**src/rtl/sprot_pkg.sv**
```systemverilog
// ---------------------------------------------------------------------------
// sprot_pkg
// Shared types and constants for the sprot bus arbiter slice.
//   sprot_arb_state_e : arbiter FSM state encoding (IDLE -> OWN -> RELEASE)
//   SPROT_MAX_REQ     : largest supported requester count
// ---------------------------------------------------------------------------
package sprot_pkg;

  localparam int SPROT_MAX_REQ = 16;

  typedef enum logic [1:0] {
    ARB_IDLE    = 2'd0,
    ARB_OWN     = 2'd1,
    ARB_RELEASE = 2'd2
  } sprot_arb_state_e;

endpackage

```
**src/rtl/sprot_rr_pick.sv**
```systemverilog
// ---------------------------------------------------------------------------
// sprot_rr_pick
// Combinational round-robin picker: returns the first asserted request at or
// after rr_ptr, wrapping around the request vector.
// Ports:
//   req     in   NUM_REQ  request vector
//   rr_ptr  in   IDW      highest-priority index this round (< NUM_REQ)
//   winner  out  IDW      selected index (don't care when any=0)
//   any     out  1        at least one request asserted
// ---------------------------------------------------------------------------
module sprot_rr_pick #(
  parameter  int NUM_REQ = 4,
  localparam int IDW     = $clog2(NUM_REQ)
) (
  input  logic [NUM_REQ-1:0] req,
  input  logic [IDW-1:0]     rr_ptr,
  output logic [IDW-1:0]     winner,
  output logic               any
);

  // idx_at[gi] is the requester index sitting gi places after rr_ptr.
  logic [IDW-1:0]     idx_at [NUM_REQ];
  logic [NUM_REQ-1:0] rot_req;

  for (genvar gi = 0; gi < NUM_REQ; gi++) begin : g_rot
    logic [IDW:0] sum;
    assign sum         = {1'b0, rr_ptr} + (IDW+1)'(gi);
    assign idx_at[gi]  = (sum >= (IDW+1)'(NUM_REQ)) ? IDW'(sum - (IDW+1)'(NUM_REQ))
                                                    : IDW'(sum);
    assign rot_req[gi] = req[idx_at[gi]];
  end

  // Scan from the farthest offset down so the nearest asserted one wins.
  always_comb begin
    winner = '0;
    for (int i = NUM_REQ - 1; i >= 0; i--) begin
      if (rot_req[i]) winner = idx_at[i];
    end
  end

  assign any = |req;

endmodule

```
**src/rtl/sprot_bus_arbiter.sv**
```systemverilog
// ---------------------------------------------------------------------------
// sprot_bus_arbiter
// Round-robin arbiter/sequencer sharing one sprot bus among NUM_REQ masters.
// A grant is held until the owner's transfer completes (bus_done) or the
// owner drops its request, followed by one dead turnaround cycle.
// Ports:
//   clk          in   1        bus clock, posedge
//   rst          in   1        synchronous active-high reset
//   req          in   NUM_REQ  level requests
//   bus_done     in   1        pulse: current transfer finished
//   gnt          out  NUM_REQ  one-hot grant (registered)
//   gnt_id       out  IDW      current/last owner index
//   bus_busy     out  1        bus owned
//   timeout_err  out  1        pulse on forced release
// Build option: define SPROT_ARB_TIMEOUT_EN to bound ownership to MAX_HOLD+1
// cycles; otherwise timeout_err is tied low and ownership is unbounded.
// ---------------------------------------------------------------------------
module sprot_bus_arbiter
  import sprot_pkg::*;
#(
  parameter  int NUM_REQ  = 4,
  parameter  int MAX_HOLD = 255,
  localparam int IDW      = $clog2(NUM_REQ)
) (
  input  logic               clk,
  input  logic               rst,
  input  logic [NUM_REQ-1:0] req,
  input  logic               bus_done,
  output logic [NUM_REQ-1:0] gnt,
  output logic [IDW-1:0]     gnt_id,
  output logic               bus_busy,
  output logic               timeout_err
);

  sprot_arb_state_e   state_q;
  logic [NUM_REQ-1:0] gnt_q;
  logic [IDW-1:0]     gnt_id_q;
  logic               bus_busy_q;
  logic [IDW-1:0]     rr_ptr_q;

  logic [IDW-1:0]     pick_id;
  logic               pick_any;
  logic [IDW-1:0]     rr_ptr_d;
  logic               release_d;
  logic               force_d;

  sprot_rr_pick #(.NUM_REQ(NUM_REQ)) u_pick (
    .req    (req),
    .rr_ptr (rr_ptr_q),
    .winner (pick_id),
    .any    (pick_any)
  );

  // Normal release: transfer done or owner withdrew (both together = one release).
  assign release_d = bus_done || !req[gnt_id_q];
  // Next round starts just past the outgoing owner.
  assign rr_ptr_d  = (gnt_id_q == IDW'(NUM_REQ - 1)) ? '0 : gnt_id_q + IDW'(1);

`ifdef SPROT_ARB_TIMEOUT_EN
  localparam int CW = $clog2(MAX_HOLD + 1);
  logic [CW-1:0] hold_cnt_q;
  logic          timeout_err_q;
  assign force_d     = (hold_cnt_q == CW'(MAX_HOLD)) && !release_d;
  assign timeout_err = timeout_err_q;
`else
  assign force_d     = 1'b0;
  assign timeout_err = 1'b0;
`endif

  always_ff @(posedge clk) begin
    if (rst) begin
      state_q    <= ARB_IDLE;
      gnt_q      <= '0;
      gnt_id_q   <= '0;
      bus_busy_q <= 1'b0;
      rr_ptr_q   <= '0;
`ifdef SPROT_ARB_TIMEOUT_EN
      hold_cnt_q    <= '0;
      timeout_err_q <= 1'b0;
`endif
    end else begin
`ifdef SPROT_ARB_TIMEOUT_EN
      timeout_err_q <= 1'b0;
`endif
      case (state_q)
        ARB_IDLE: begin
          if (pick_any) begin
            gnt_q      <= NUM_REQ'(1) << pick_id;
            gnt_id_q   <= pick_id;
            bus_busy_q <= 1'b1;
            state_q    <= ARB_OWN;
`ifdef SPROT_ARB_TIMEOUT_EN
            hold_cnt_q <= '0;
`endif
          end
        end
        ARB_OWN: begin
          if (release_d || force_d) begin
            gnt_q      <= '0;
            bus_busy_q <= 1'b0;
            rr_ptr_q   <= rr_ptr_d;
            state_q    <= ARB_RELEASE;
`ifdef SPROT_ARB_TIMEOUT_EN
            timeout_err_q <= force_d;
`endif
          end else begin
`ifdef SPROT_ARB_TIMEOUT_EN
            hold_cnt_q <= hold_cnt_q + CW'(1);
`endif
          end
        end
        // Bus turnaround: no grant for one cycle.
        ARB_RELEASE: state_q <= ARB_IDLE;
        default:     state_q <= ARB_IDLE;
      endcase
    end
  end

  assign gnt      = gnt_q;
  assign gnt_id   = gnt_id_q;
  assign bus_busy = bus_busy_q;

endmodule

```
**config.mk**
```make
export PLATFORM = sky130hd
export DESIGN_NAME = sprot_bus_arbiter
export DESIGN_NICKNAME = d
export VERILOG_FILES = /design/src/rtl/sprot_pkg.sv /design/src/rtl/sprot_rr_pick.sv /design/src/rtl/sprot_bus_arbiter.sv
export SDC_FILE = /design/constraint.sdc
export NUM_CORES = 1
export LEC_CHECK = 0
export ABC_AREA = 1
export CORE_MARGIN = 2
export CORE_UTILIZATION = 44
export DETAILED_ROUTE_END_ITERATION = 10
export GPL_TIMING_DRIVEN = 0
export HOLD_SLACK_MARGIN = 0.08
export PLACE_DENSITY = 0.78
export SKIP_CTS_REPAIR_TIMING = 1
export SYNTH_ARGS = -nofsm -noshare
export SYNTH_HDL_FRONTEND = slang
export SYNTH_HIERARCHICAL = 1
export SYNTH_SLANG_ARGS = --single-unit
```
**constraint.sdc**
```tcl
create_clock -name clk -period 1.5 [get_ports clk]
set_input_delay 0.225 -clock clk [delete_from_list [all_inputs] [get_ports clk]]
set_output_delay 0.225 -clock clk [all_outputs]
set_load 0.01 [all_outputs]
```
==> metrics.md <==
| Metric | Value |
|---|---|
| Area contributors post-synth | dfxtp_1 (30%), nand2_1 (21%), nand3_1 (9.5%), inv_1 (7.1%), a21oi_1 (5.4%) |
| Iteration-0 DRC Markers | 7 |
| # rows | 14 |
| Nets | 148 |
| YS warnings | 6 |
| CTS tree | built |
| R2R depth | 12 |
| Max VDD drop | 0.7428 mV |
| WL/cell | approximately 11 um |
| RD Place Congestion | 0.9028 |
| RSZ-0062 raised after global routing | true |
| Flop2flop setup slack | 50 ps |
| Fin Clk Skew | 3.317 ps |
| Post-synth top flop | dfxtp_1 |
| Max-cap viol count | 0 |
| DRT Pass-1 Iters | 4 |
| GRT Total Usage | 0.1745 |
| R2r startpoint | rr_ptr_q[0] |
| Worst Hold Class | register to register |
| Commonest cells in the synthesized netlist | nand2_1 (41), inv_1 (14), nand3_1 (14) |
| Via density | 5.103 |
| Num CTS Buffers | 3 |
| CP startpoint kind | register |
| # clock sinks | 11 |
| Total grt overflow | 0 |
| Power per cell area | 1217 nW/um^2 |
| Crit path to | gnt[1] |
| Number of global-route vias before repair | 671 |
| Synth Cell Area | 740.7 um^2 |
| Most frequent cell after synthesis | nand2_1 |
| Final WL | 1.713 mm |
| Ratio of cells with drive above 1 in the final layout | 0.3597 |
| Critical path startpoint | rr_ptr_q[0] |
| CTS Buffer Depth | 2 |
| R2r endpoint | gnt[1] |
| Final setup vio count | 0 |
| Final ANT Viol Nets | 0 |
| Crit path max fanout | 8 |
| Post-route clock period utilization | 0.9690 |
| Crit path DAT | between 1500 and 2000 ps |
| CTS clk-pin slew, worst paths | 70 ps |
| IO Count | 15 |
| Die H | 45.03 um |
| Pre-CTS setup slack | -320.4 ps |
| Initial antenna violation count | 0 |
| Synth Register Bits | 11 |
| CTS H-Tree Depth | 1 |
| Peak Freq | 688.0 MHz |
| Syn_area_per_cell | 6.173 um^2 |
| Area delta synth->final | 38.01% |
| Leak | around 0.53 nW |
| DRC viols | 0 |
| Largest area contributor in the netlist | dfxtp_1 |
| Die width | 45.03 um |
| # diodes | 0 |
| Global-route wire length before repair | 2.546 mm |
| Final WS setup | 46.54 ps |
| Final hold violations | 0 |
| Syn Inst Count | 120 |
| Netlist cell types | 21 |
| Fin crit period | 1453 ps |
| Worst-Skew Late Latency | 270 ps |
| Max-slew violations | 0 |
| Die ar. | 2028 um^2 |
| Core area | 1541 um^2 |
| Final Util | 0.6631 |
| Yosys top cell area share | 0.2973 |
| CP Capture Type | register |
| Seq/Total Area, Yosys | 0.2973 |
| Clock Tree Root | clkbuf_4 |
| Syn_nets | around 130 |
| Largest net degree at the start of global routing | 11 |
| Hpwl dp | 1.191 mm |
| Post-synth EDFFs | 0 |
| Asr flop ratio synth | 0 |
| Critical path data required time | 1660 ps |
| Initial Utilization | 0.4805 |
| Vias | 791 |
| Crit path kind | register to register |
| Status | completed |
| Input/output buffers | 13 |
-- layer usage --
metal	GRT usage	up-vias	wire length (um)	part of all wire
met3	0.02400	4	47	0.027
met5	0	-	0	0
li1	-	416	-	-
met1	0.1980	358	758	0.44
met4	0.1059	0	35	0.020
met2	0.3057	13	872	0.51
-- worst min path at each step --
stage,depth (start not counted),to,start,slack (ps)
6_report,2,bus_busy,bus_busy,480
5_1_grt,2,bus_busy,bus_busy,510
4_1_cts,2,bus_busy,bus_busy,480
3_5_place_dp,2,bus_busy,bus_busy,460
3_3_place_gp,2,bus_busy,bus_busy,450
2_1_floorplan,1,bus_busy,rst,290
-- kinds of logic (layout without fill, tap and decap cells) --
| family | count (synthesis) | count (layout) | share of synthesized area |
|---|---|---|---|
| buf+inv | 20 | 39 | 0.1081 |
| fa+ha+maj | 1 | 1 | 0.01689 |
| other cells | 1 | 1 | 0.005063 |
| compound gates | 10 | 10 | 0.06757 |
| flops | 11 | 11 | 0.2973 |
| simple gates | 77 | 77 | 0.5051 |
-- where the power goes --
part           leakage, nW  switching [mW]  internal [mW]  total, mW
clock               0.0177          0.0987         0.0987      0.197
sequential          0.0925          0.0566          0.350      0.407
combinational        0.416           0.359          0.280      0.640
total                0.526           0.515          0.729       1.24
-- layout by cell type (no fill, tap or decap) --
cell type,Yosys,layout
conb_1,1,1
o21ai_0,2,2
inv_8,0,1
dfxtp_4,0,2
inv_4,0,1
clkbuf_4,0,3
inv_1,14,9
inv_2,4,7
nand3b_1,2,2
clkdlybuf4s50_1,0,9
a21oi_1,8,8
buf_2,1,1
nor3_1,1,1
dfxtp_2,0,1
ha_1,1,1
dfxtp_1,11,8
buf_4,1,3
nand2_4,2,2
nand4_1,1,1
nor3b_2,0,1
clkinv_2,0,1
nor2_1,7,6
dlymetal6s2s_1,0,4
nand2_8,1,1
nand2_1,41,26
nand2_2,3,18
nor2_2,3,4
nand3_2,1,4
nand3_1,14,11
-- final cells by class --
class | count | area (um^2)
Sequential cell | 11 | 229.0
Tap cell | 16 | 20.02
Inverter | 18 | 77.57
Multi-Input combinational cell | 89 | 500.5
Fill cell | 136 | 519.2
Clock inverter | 1 | 5.005
Timing Repair Buffer | 15 | 155.1
Buffer | 2 | 12.51
Clock buffer | 3 | 22.52
-- registers in the layout, summed over array words and instances (netlist names) --
register / flops
rr_ptr_q: 2
state_q: 2
gnt_id: 2
gnt: 4
bus_busy: 1
-- stage by stage --
| step | hold slack (ps) | power [mW] | setup TNS [ps] | instances | instance area [um^2] |
|---|---|---|---|---|---|
| after detailed placement | 463.6 | 0.9439 | -1722 | 149 | 890.9 |
| after global placement | 451.0 | 0.9314 | -1462 | 149 | 890.9 |
| after floorplan | 294.1 | 0.7808 | 0 | 120 | 740.7 |
| final | 479.4 | 1.244 | 0 | 155 | 1022 |
| after global routing | 513.0 | 1.351 | -346.8 | 155 | 1022 |
| after CTS | 480.2 | 1.144 | -312.9 | 153 | 918.4 |
-- worst max-delay path, stage by stage (launching register included) --
cell	delay, ps
dfxtp_4	420
inv_8	60
nand2_2	80
nand3_2	90
nand2_2	90
nand2_2	50
nand2_1	50
nand2_1	40
nand2_1	70
inv_2	60
nor3b_2	150
a21oi_1	120
nor2_1	50
Note: power is estimated with default switching activity, not from simulation.
